[src/rtl/deco_frame_tx_if.sv]
// Handshake and data bus bundle between frame source, decoder core and deco_frame_tx.
interface deco_frame_tx_if #(
    parameter int unsigned WORD_W    = 21,
    parameter int unsigned NUM_WORDS = 4,
    parameter int unsigned RES_W     = 5,
    parameter int unsigned IDX_W     = 16
);
    localparam int unsigned FRAME_W = WORD_W * NUM_WORDS;

    // upstream frame handshake
    logic               frame_valid_i;
    logic [FRAME_W-1:0] frame_i;
    logic               frame_ready_o;
    // decoder side
    logic               start_o;
    logic [WORD_W-1:0]  data_o;
    logic               done_i;
    logic [RES_W-1:0]   result_i;
    // upstream result handshake
    logic               res_valid_o;
    logic               res_ready_i;
    logic [RES_W-1:0]   res_data_o;
    logic [IDX_W-1:0]   res_idx_o;
    logic               timeout_o;
    logic               proto_err_o;

    // view seen by deco_frame_tx
    modport slave (
        input  frame_valid_i, frame_i, done_i, result_i, res_ready_i,
        output frame_ready_o, start_o, data_o, res_valid_o, res_data_o,
               res_idx_o, timeout_o, proto_err_o
    );

    // view seen by the surrounding environment
    modport master (
        output frame_valid_i, frame_i, done_i, result_i, res_ready_i,
        input  frame_ready_o, start_o, data_o, res_valid_o, res_data_o,
               res_idx_o, timeout_o, proto_err_o
    );
endinterface

[src/rtl/deco_frame_tx.sv]
// Turbo decoder transmit front end: serialises one frame into start/data beats,
// waits for the decoder result (or a timeout) and returns it upstream with an index.
module deco_frame_tx #(
    parameter int unsigned WORD_W    = 21,
    parameter int unsigned NUM_WORDS = 4,
    parameter int unsigned RES_W     = 5,
    parameter int unsigned TIMEOUT   = 4096,
    parameter int unsigned IDX_W     = 16
) (
    input  logic            clk_p_i,
    input  logic            reset_p_i,
    deco_frame_tx_if.slave  bus
);
    localparam int unsigned FRAME_W = WORD_W * NUM_WORDS;
    localparam int unsigned BEAT_W  = (NUM_WORDS > 1) ? $clog2(NUM_WORDS) : 1;
    localparam int unsigned WAIT_W  = (TIMEOUT > 1) ? $clog2(TIMEOUT) : 1;
    localparam logic [BEAT_W-1:0] LAST_BEAT = BEAT_W'(NUM_WORDS - 1);
    localparam logic [WAIT_W-1:0] LAST_WAIT = WAIT_W'(TIMEOUT - 1);

    typedef enum logic [2:0] {IDLE, SEND, HOLD, WAIT, OUT} state_t;

    state_t              state_q, state_d;
    logic [FRAME_W-1:0]  shift_q, shift_d;     // words still to be sent, next word in LSBs
    logic [BEAT_W-1:0]   beat_q, beat_d;
    logic [WAIT_W-1:0]   wait_q, wait_d;
    logic [IDX_W-1:0]    idx_q, idx_d;
    logic                ready_q, ready_d;
    logic                start_q, start_d;
    logic [WORD_W-1:0]   data_q, data_d;
    logic                valid_q, valid_d;
    logic [RES_W-1:0]    res_q, res_d;
    logic [IDX_W-1:0]    res_idx_q, res_idx_d;
    logic                timeout_q, timeout_d;
    logic                perr_q, perr_d;

    // State and registered outputs
    always_ff @(posedge clk_p_i or posedge reset_p_i) begin
        if (reset_p_i) begin
            state_q   <= IDLE;
            shift_q   <= '0;
            beat_q    <= '0;
            wait_q    <= '0;
            idx_q     <= '0;
            ready_q   <= 1'b0;
            start_q   <= 1'b0;
            data_q    <= '0;
            valid_q   <= 1'b0;
            res_q     <= '0;
            res_idx_q <= '0;
            timeout_q <= 1'b0;
            perr_q    <= 1'b0;
        end else begin
            state_q   <= state_d;
            shift_q   <= shift_d;
            beat_q    <= beat_d;
            wait_q    <= wait_d;
            idx_q     <= idx_d;
            ready_q   <= ready_d;
            start_q   <= start_d;
            data_q    <= data_d;
            valid_q   <= valid_d;
            res_q     <= res_d;
            res_idx_q <= res_idx_d;
            timeout_q <= timeout_d;
            perr_q    <= perr_d;
        end
    end

    // Next-state and next-output values; outputs reflect the state being entered
    always_comb begin
        state_d   = state_q;
        shift_d   = shift_q;
        beat_d    = beat_q;
        wait_d    = wait_q;
        idx_d     = idx_q;
        ready_d   = ready_q;
        start_d   = start_q;
        data_d    = data_q;
        valid_d   = valid_q;
        res_d     = res_q;
        res_idx_d = res_idx_q;
        timeout_d = timeout_q;
        perr_d    = perr_q;

        // done outside WAIT is a decoder protocol violation, remembered until reset
        if (bus.done_i && (state_q != WAIT)) begin
            perr_d = 1'b1;
        end

        case (state_q)
            IDLE: begin
                ready_d = 1'b1;
                if (bus.frame_valid_i && ready_q) begin
                    ready_d = 1'b0;
                    start_d = 1'b1;
                    data_d  = bus.frame_i[WORD_W-1:0];
                    shift_d = {WORD_W'(0), bus.frame_i[FRAME_W-1:WORD_W]};
                    beat_d  = '0;
                    state_d = SEND;
                end
            end
            SEND: begin
                if (beat_q == LAST_BEAT) begin
                    // last word stays on the bus for the decoder's extra start cycle
                    state_d = HOLD;
                end else begin
                    data_d  = shift_q[WORD_W-1:0];
                    shift_d = shift_q >> WORD_W;
                    beat_d  = beat_q + BEAT_W'(1);
                end
            end
            HOLD: begin
                start_d = 1'b0;
                wait_d  = '0;
                state_d = WAIT;
            end
            WAIT: begin
                if (bus.done_i) begin
                    res_d     = bus.result_i;
                    timeout_d = 1'b0;
                    valid_d   = 1'b1;
                    res_idx_d = idx_q;
                    state_d   = OUT;
                end else if (wait_q == LAST_WAIT) begin
                    res_d     = '0;
                    timeout_d = 1'b1;
                    valid_d   = 1'b1;
                    res_idx_d = idx_q;
                    state_d   = OUT;
                end else begin
                    wait_d = wait_q + WAIT_W'(1);
                end
            end
            OUT: begin
                if (bus.res_ready_i) begin
                    valid_d = 1'b0;
                    idx_d   = idx_q + IDX_W'(1);
                    ready_d = 1'b1;
                    state_d = IDLE;
                end
            end
            default: begin
                state_d = IDLE;
            end
        endcase
    end

    assign bus.frame_ready_o = ready_q;
    assign bus.start_o       = start_q;
    assign bus.data_o        = data_q;
    assign bus.res_valid_o   = valid_q;
    assign bus.res_data_o    = res_q;
    assign bus.res_idx_o     = res_idx_q;
    assign bus.timeout_o     = timeout_q;
    assign bus.proto_err_o   = perr_q;
endmodule
[src/flat_wrapper.sv]
// flat-port wrapper written by rule: the top's interface ports become plain ports
module deco_frame_tx_flat 
#(
    parameter int unsigned WORD_W    = 21,
    parameter int unsigned NUM_WORDS = 4,
    parameter int unsigned RES_W     = 5,
    parameter int unsigned TIMEOUT   = 4096,
    parameter int unsigned IDX_W     = 16
)
  (clk_p_i, reset_p_i, bus_frame_valid_i, bus_frame_i, bus_done_i, bus_result_i, bus_res_ready_i, bus_frame_ready_o, bus_start_o, bus_data_o, bus_res_valid_o, bus_res_data_o, bus_res_idx_o, bus_timeout_o, bus_proto_err_o);
  deco_frame_tx_if #(.WORD_W(WORD_W), .NUM_WORDS(NUM_WORDS), .RES_W(RES_W), .IDX_W(IDX_W)) bus_i ();
  input  logic clk_p_i;
  input  logic reset_p_i;
  input wire logic [$bits(bus_i.frame_valid_i)-1:0] bus_frame_valid_i;
  input wire logic [$bits(bus_i.frame_i)-1:0] bus_frame_i;
  input wire logic [$bits(bus_i.done_i)-1:0] bus_done_i;
  input wire logic [$bits(bus_i.result_i)-1:0] bus_result_i;
  input wire logic [$bits(bus_i.res_ready_i)-1:0] bus_res_ready_i;
  output wire logic [$bits(bus_i.frame_ready_o)-1:0] bus_frame_ready_o;
  output wire logic [$bits(bus_i.start_o)-1:0] bus_start_o;
  output wire logic [$bits(bus_i.data_o)-1:0] bus_data_o;
  output wire logic [$bits(bus_i.res_valid_o)-1:0] bus_res_valid_o;
  output wire logic [$bits(bus_i.res_data_o)-1:0] bus_res_data_o;
  output wire logic [$bits(bus_i.res_idx_o)-1:0] bus_res_idx_o;
  output wire logic [$bits(bus_i.timeout_o)-1:0] bus_timeout_o;
  output wire logic [$bits(bus_i.proto_err_o)-1:0] bus_proto_err_o;
  assign bus_i.frame_valid_i = bus_frame_valid_i;
  assign bus_i.frame_i = bus_frame_i;
  assign bus_i.done_i = bus_done_i;
  assign bus_i.result_i = bus_result_i;
  assign bus_i.res_ready_i = bus_res_ready_i;
  assign bus_frame_ready_o = bus_i.frame_ready_o;
  assign bus_start_o = bus_i.start_o;
  assign bus_data_o = bus_i.data_o;
  assign bus_res_valid_o = bus_i.res_valid_o;
  assign bus_res_data_o = bus_i.res_data_o;
  assign bus_res_idx_o = bus_i.res_idx_o;
  assign bus_timeout_o = bus_i.timeout_o;
  assign bus_proto_err_o = bus_i.proto_err_o;
  deco_frame_tx #(.WORD_W(WORD_W), .NUM_WORDS(NUM_WORDS), .RES_W(RES_W), .TIMEOUT(TIMEOUT), .IDX_W(IDX_W)) u_core (.clk_p_i(clk_p_i), .reset_p_i(reset_p_i), .bus(bus_i));
endmodule
[config.mk]
export PLATFORM = sky130hd
export DESIGN_NAME = deco_frame_tx_flat
export DESIGN_NICKNAME = d
export VERILOG_FILES = /design/src/rtl/deco_frame_tx_if.sv /design/src/rtl/deco_frame_tx.sv /design/src/flat_wrapper.sv
export SDC_FILE = /design/constraint.sdc
export NUM_CORES = 1
export LEC_CHECK = 0
export CAP_MARGIN = 0
export CORE_MARGIN = 2
export CORE_UTILIZATION = 45
export DETAILED_ROUTE_END_ITERATION = 12
export HOLD_SLACK_MARGIN = 0.08
export MAX_ROUTING_LAYER = met4
export PLACE_DENSITY = 0.77
export REMOVE_ABC_BUFFERS = 1
export SLEW_MARGIN = 30
export SYNTH_ARGS = -nofsm -noshare
export SYNTH_HDL_FRONTEND = slang
export SYNTH_SLANG_ARGS = --single-unit
[constraint.sdc]
create_clock -name clk_p_i -period 14.3 [get_ports clk_p_i]
set_clock_uncertainty 0.15 [all_clocks]
set_input_delay 2.86 -clock clk_p_i [delete_from_list [all_inputs] [get_ports clk_p_i]]
set_output_delay 2.86 -clock clk_p_i [all_outputs]
set_load 0.01 [all_outputs]
==> results of run 1 <==
[metal layers]
metal / share of wire, % / global-route usage, % / vias up
li1: - / - / 2350
met1: 44 / 25.0 / 2343
met2: 47 / 30.4 / 148
met3: 7.2 / 7.05 / 23
met4: 1.9 / 7.46 / 0
met5: 0 / - / -
[worst register-to-register path, cell delays in order (launching register included)]
cell     delay [ns]
dfrtp_1        0.69
and3b_1        0.27
o21ai_4        0.28
buf_16         0.22
buf_6          0.56
o21ai_0        0.31
[report_power, final]
group / total [mW] / switching, mW / internal, mW
sequential: 0.628 / 0.0872 / 0.541
combinational: 0.615 / 0.329 / 0.285
clock: 0.458 / 0.167 / 0.292
total: 1.70 / 0.583 / 1.12
[registers in the layout, indices dropped and copies added, names as in the netlist]
name / flops
u_core.bus.proto_err_o: 1
u_core.bus.res_valid_o: 1
u_core.state_q: 3
u_core.wait_q: 12
u_core.bus.timeout_o: 1
u_core.bus.data_o: 21
u_core.idx_q: 16
u_core.beat_q: 2
u_core.shift_q: 63
u_core.bus.frame_ready_o: 1
u_core.bus.res_idx_o: 16
u_core.bus.start_o: 1
u_core.bus.res_data_o: 5
[how the worst min path moves through the flow]
stage | cells after the start | end | startpoint | slack [ns]
after global routing | 2 | u_core.bus.data_o[12]$_DFFE_PP0P_ | u_core.bus.data_o[12]$_DFFE_PP0P_ | 0.34
after floorplan | 1 | u_core.idx_q[15]$_DFFE_PP0P_ | u_core.idx_q[15]$_DFFE_PP0P_ | 0.29
final | 2 | u_core.bus.data_o[12]$_DFFE_PP0P_ | u_core.bus.data_o[12]$_DFFE_PP0P_ | 0.32
after global placement | 1 | u_core.bus.proto_err_o$_DFFE_PP0P_ | u_core.bus.proto_err_o$_DFFE_PP0P_ | 0.29
after detailed placement | 2 | u_core.shift_q[49]$_DFFE_PP0P_ | u_core.shift_q[49]$_DFFE_PP0P_ | 0.32
after CTS | 2 | u_core.shift_q[49]$_DFFE_PP0P_ | u_core.shift_q[49]$_DFFE_PP0P_ | 0.33
[through the flow]
stage	hold WS (ns)	setup slack (ns)	std cells
2_1_floorplan	0.292	7.45	562
3_3_place_gp	0.289	8.73	887
3_5_place_dp	0.319	8.57	887
4_1_cts	0.332	8.99	917
5_1_grt	0.340	9.35	918
6_report	0.323	9.52	918
[layout make-up]
class	count	area [um2]	area share, %
multi-input combinational	414	2710	31.4
tap	180	225	2.61
clock inverter	8	130	1.51
clock buffer	22	484	5.62
timing repair buffer	146	1470	17.1
inverter	5	23.8	0.276
sequential	143	3580	41.5
[cells in the final DEF (no fill, tap or decap), drive strengths merged, types with 8 or more instances in the layout]
master	count
a21oi	8
dfrtp	143
o31ai	12
clkbuf	22
nand2	124
mux2	17
o21ai	99
xnor2	8
mux2i	63
nand3	14
clkdlybuf4s50	140
[cell families after synthesis]
| kind of cell | after synthesis | share of synthesized area, % |
|---|---|---|
| muxes | 80 | 13.5 |
| and+or+nand+nor | 179 | 13.1 |
| adders and majority gates | 3 | 0.581 |
| DFF | 143 | 55.4 |
| xor gates and xnor gates | 15 | 2.03 |
| AOI/OAI and AO/OA | 137 | 12.1 |
| buffers and inverters | 44 | 3.23 |
==> impl_metrics.py, run 1 <==
metrics = {
    "routing": {
        "wl_per_cell_um": 15.6,
        "drtIter0Drc": 358,
        "ant_nets": 0,
        "wirelength_um": 14300,
        "post-route-drc-count": 0,
        "drt_first_pass_iters": 4,
        "num_vias": 4864,
        "avgViaCountPerCell": 5.30,
    },
    "pwr": {
        "power_density_nw_per_um2": 197,
        "power.leakage_nw": 3.84,
        "fin_total_pwr_mw": 1.70,
        "vdd_ir_drop_max_uv": 119,
    },
    "worst_setup_path": {
        "crit_path_start_kind": "input pin",
        "cp_top_family": "buffers and inverters",
        "reg2reg_from": "u_core.state_q[0]$_DFFE_PP0P_",
        "path_buf_inv": 3,
        "worstPathMaxFanout": 129,
        "startpoint": "bus_frame_valid_i",
        "r2r_slack_ns": 11.66,
        "path_class": "input pin to flop",
        "cp.required_ns": 14.41,
        "crit_cells": 6,
        "critPathSlowestCell": "buf_6",
        "arrival_ns": 4.89,
        "reg2reg_depth": 5,
        "cp-endpoint": "u_core.shift_q[14]$_DFFE_PP0P_",
        "crit_chain": "clkdlybuf4s50_1 > and3b_1 > o21ai_4 > buf_16 > buf_6 > o21ai_0",
        "slowest_delay_ns": 0.56,
        "worst_setup_path_end_kind": "flop",
        "rr_endpoint": "u_core.shift_q[14]$_DFFE_PP0P_",
    },
    "timing": {
        "worst_pin_slew_ns": 0.830,
        "rsz0062_at_grt": "false",
        "setup-violations-final": 0,
        "hold_viol": 0,
        "min_period_ns": 4.78,
        "setup_tns_ns": 0,
        "post-route-period-util_pct": 33.5,
        "clock.fmax_ghz": 0.209,
        "slew_violations": 0,
        "slew_headroom_pct": 44.4,
    },
    "synthesis": {
        "yosysMostFrequentCell": "dfrtp_1",
        "ys_ff_latch": 143,
        "ys.flop_type": "dfrtp_1",
        "synth.area.top_cells": "dfrtp_1 55%, mux2i_1 9.8%, o21ai_0 7.4%, nand2_1 7.2%, mux2_4 3.0%",
        "async_flop_share_pct": 100,
        "synth_warnings": 0,
        "synth_common_cells": "143 x dfrtp_1, 124 x nand2_1, 96 x o21ai_0, 63 x mux2i_1, 20 x buf_2",
        "syn_area_per_cell_um2": 10.7,
        "syn_inst": 601,
        "synth_largest_area_cell": "dfrtp_1",
        "syn_area_um2": 6460,
        "yosysUniqueCellTypes": 49,
        "synth.top_cell.area_share_pct": 55.4,
        "ys_seq_area_share_pct": 55.4,
        "synth-edff-count": 0,
    },
    "cells_and_area": {
        "finalCoreUtilization_pct": 61.8,
        "fin_area_um2": 8620,
        "synthToLayoutAreaGrowth_pct": 33.4,
        "nets": 824,
        "drive_gt1_share_pct": 8.67,
        "fill_cells": 1100,
        "num_antenna_cells": 0,
    },
    "placement": {
        "placed_cell_area_um2": 7960,
        "dp_hpwl_um": 9470,
        "port-buffer-count": 140,
        "gp_congestion": 0.852,
    },
    "worst_hold_path": {
        "hp-class": "flop to flop",
    },
    "run_status": {
        "status": "finished, final reports clean",
    },
    "grt": {
        "grt_usage_pct": 20.1,
        "grt_pass1_vias": 4844,
        "grt-ovfl-total": 0,
        "grt_pass1_wl_um": 23300,
        "grt_max_degree": 130,
        "antenna_found_initial": 0,
    },
    "die": {
        "die_area_um2": 15300,
        "rows": 43,
        "io_pins": 141,
        "core_um2": 13900,
        "initial_core_util_pct": 46.4,
        "die_w_um": 124,
        "die_h_um": 124,
    },
    "clock_tree": {
        "cts.path.max_buffers": 2,
        "clk_pin_slew_ns": 0.06,
        "worstSkewPairLatency_ns": 0.42,
        "cts_tree": "done",
        "cts_hold_buf": 0,
        "cts_max_level": 4,
        "numCtsBuffers": 17,
        "post_cts_buffers": 0,
        "cts_sinks": 143,
        "cts-root-buf": "clkbuf_16",
        "cts-resized-gates": 0,
    },
    "flow_run": {
        "drv_cap": 0,
    },
}
No activity file was read; power rests on OpenSTA's default activity.
==> inputs of run 2 (changes only) <==
==> constraint.sdc (replaced) <==
create_clock -name clk_p_i -period 5 [get_ports clk_p_i]
set_clock_uncertainty 0.15 [all_clocks]
set_input_delay 1 -clock clk_p_i [delete_from_list [all_inputs] [get_ports clk_p_i]]
set_output_delay 1 -clock clk_p_i [all_outputs]
set_load 0.01 [all_outputs]
==> run 2 against run 1 <==
  * Global-route usage is 0.075 points lower
  * Routed wire length fell by 1.0%
  * Largest power group unchanged
  * Total power grew to 2.8 times the previous value
==> impl_metrics.py, run 2 (same netlist as run 1, synthesis figures left out) <==
metrics = {
    "worst_setup_path": {
        "r2r_slack_ns": 2.26,
        "reg2reg_depth": 4,
        "startpoint": "u_core.state_q[0]$_DFFE_PP0P_",
        "reg2reg_from": "u_core.state_q[0]$_DFFE_PP0P_",
        "arrival_ns": 2.88,
        "rr_endpoint": "u_core.bus.res_data_o[0]$_DFFE_PP0P_",
        "cp-endpoint": "u_core.bus.res_data_o[0]$_DFFE_PP0P_",
        "worstPathMaxFanout": 18,
        "cp.required_ns": 5.14,
        "path_class": "flop to flop",
        "worst_setup_path_end_kind": "flop",
        "crit_path_start_kind": "flop",
    },
    "die": {
        "rows": 43,
        "io_pins": 141,
        "die_area_um2": 15300,
        "core_um2": 13900,
        "die_w_um": 124,
        "initial_core_util_pct": 46.4,
        "die_h_um": 124,
    },
    "routing": {
        "post-route-drc-count": 0,
        "drtIter0Drc": 306,
        "num_vias": 4873,
        "wl_per_cell_um": 15.4,
        "avgViaCountPerCell": 5.30,
        "drt_first_pass_iters": 5,
        "ant_nets": 0,
        "wirelength_um": 14200,
    },
    "timing": {
        "post-route-period-util_pct": 54.8,
        "rsz0062_at_grt": "false",
        "worst_pin_slew_ns": 0.932,
        "min_period_ns": 2.74,
        "slew_headroom_pct": 37.6,
        "whs_ns": 0.306,
        "clock.fmax_ghz": 0.365,
        "hold_viol": 0,
        "setup-violations-final": 0,
        "setup_tns_ns": 0,
        "slew_violations": 0,
    },
    "placement": {
        "gp_congestion": 0.803,
        "placed_cell_area_um2": 7990,
        "dp_hpwl_um": 9270,
        "port-buffer-count": 140,
    },
    "grt": {
        "grt_pass1_wl_um": 23200,
        "grt_usage_pct": 20.0,
        "grt-ovfl-total": 0,
        "grt_max_degree": 173,
        "antenna_found_initial": 0,
        "grt_pass1_vias": 4861,
    },
    "clock_tree": {
        "cts-resized-gates": 0,
        "post_cts_buffers": 0,
        "cts_hold_buf": 0,
        "cts_tree": "done",
        "numCtsBuffers": 17,
        "clk_pin_slew_ns": 0.06,
        "cts_sinks": 143,
        "cts-root-buf": "clkbuf_16",
        "cts_max_level": 4,
        "cts.path.max_buffers": 2,
        "worstSkewPairLatency_ns": 0.41,
    },
    "pwr": {
        "vdd_ir_drop_max_uv": 387,
        "power_density_nw_per_um2": 553,
        "power.leakage_nw": 3.82,
    },
    "cells_and_area": {
        "synthToLayoutAreaGrowth_pct": 32.6,
        "num_antenna_cells": 0,
        "layout_common_cells": "143 x dfrtp_1, 140 x clkdlybuf4s50_1, 123 x nand2_1",
        "regMostFlops": "u_core.shift_q",
        "drive_gt1_share_pct": 8.66,
        "nets": 823,
        "fin_area_um2": 8570,
        "final_common_cell": "dfrtp_1",
        "largest_register_ffs": 63,
    },
    "worst_hold_path": {
        "hp-class": "flop to flop",
    },
    "run_status": {
        "status": "finished, final reports clean",
    },
    "flow_run": {
        "drv_cap": 0,
    },
}
[run 2: cell types whose count changed in the layout (fill, tap and decap cells not counted), moves of 2 or more]
| cell | previous run | this run |
|---|---|---|
| clkbuf_1 | 1 | 3 |
| clkbuf_8 | 4 | 0 |
| clkinv_2 | 0 | 7 |
| clkinvlp_4 | 3 | 1 |
[run 2: critical path, cell delays in order, from the launching register on]
cell,delay (ns)
dfrtp_1,0.69
nor3b_2,0.86
o21ai_4,0.42
buf_4,0.29
a32o_1,0.21
[run 2: layout make-up]
| class | instances | area, um2 |
|---|---|---|
| flip-flops and latches | 143 | 3580 |
| well taps | 180 | 225 |
| fillers | 1155 | 5370 |
| multi-input cells | 414 | 2730 |
| clock inverters | 12 | 120 |
| clock buffers | 20 | 437 |
| inverters | 5 | 23.8 |
| repair buffers | 145 | 1450 |
[run 2: metal layers]
metal | vias to the layer above | track usage, % | wire length, um
li1 | 2356 | - | -
met1 | 2364 | 24.9 | 6150
met2 | 140 | 31.0 | 6900
met3 | 13 | 7.28 | 1030
met4 | 0 | 5.26 | 108
met5 | - | - | 0
[run 2: worst min path at each step]
stage / startpoint / endpoint / slack, ns / depth (start not counted)
floorplan: u_core.idx_q[15]$_DFFE_PP0P_ / u_core.idx_q[15]$_DFFE_PP0P_ / 0.29 / 1
global placement: u_core.bus.proto_err_o$_DFFE_PP0P_ / u_core.bus.proto_err_o$_DFFE_PP0P_ / 0.29 / 1
detailed placement: u_core.bus.proto_err_o$_DFFE_PP0P_ / u_core.bus.proto_err_o$_DFFE_PP0P_ / 0.30 / 1
CTS: u_core.bus.proto_err_o$_DFFE_PP0P_ / u_core.bus.proto_err_o$_DFFE_PP0P_ / 0.31 / 1
global route: u_core.bus.proto_err_o$_DFFE_PP0P_ / u_core.bus.proto_err_o$_DFFE_PP0P_ / 0.34 / 1
finish: u_core.bus.proto_err_o$_DFFE_PP0P_ / u_core.bus.proto_err_o$_DFFE_PP0P_ / 0.31 / 1
[run 2: through the flow]
| stage | util [%] | power [mW] | cells | setup WS (ns) |
|---|---|---|---|---|
| 3_5_place_dp | 57.3 | 3.57 | 887 | 1.93 |
| 2_1_floorplan | - | 2.96 | 562 | 0.0121 |
| 4_1_cts | 61.3 | 4.80 | 919 | 2.26 |
| 5_1_grt | 61.5 | 5.09 | 919 | 2.09 |
| 6_report | 61.5 | 4.74 | 919 | 2.26 |
| 3_3_place_gp | 57.2 | 3.48 | 887 | 1.71 |
[run 2: report_power, final]
group          leakage [nW]  switching [mW]  total (mW)  internal, mW
Sequential             1.84           0.242        1.79          1.55
Clock                 0.277           0.474        1.20         0.728
Combinational          1.70           0.947        1.75         0.798
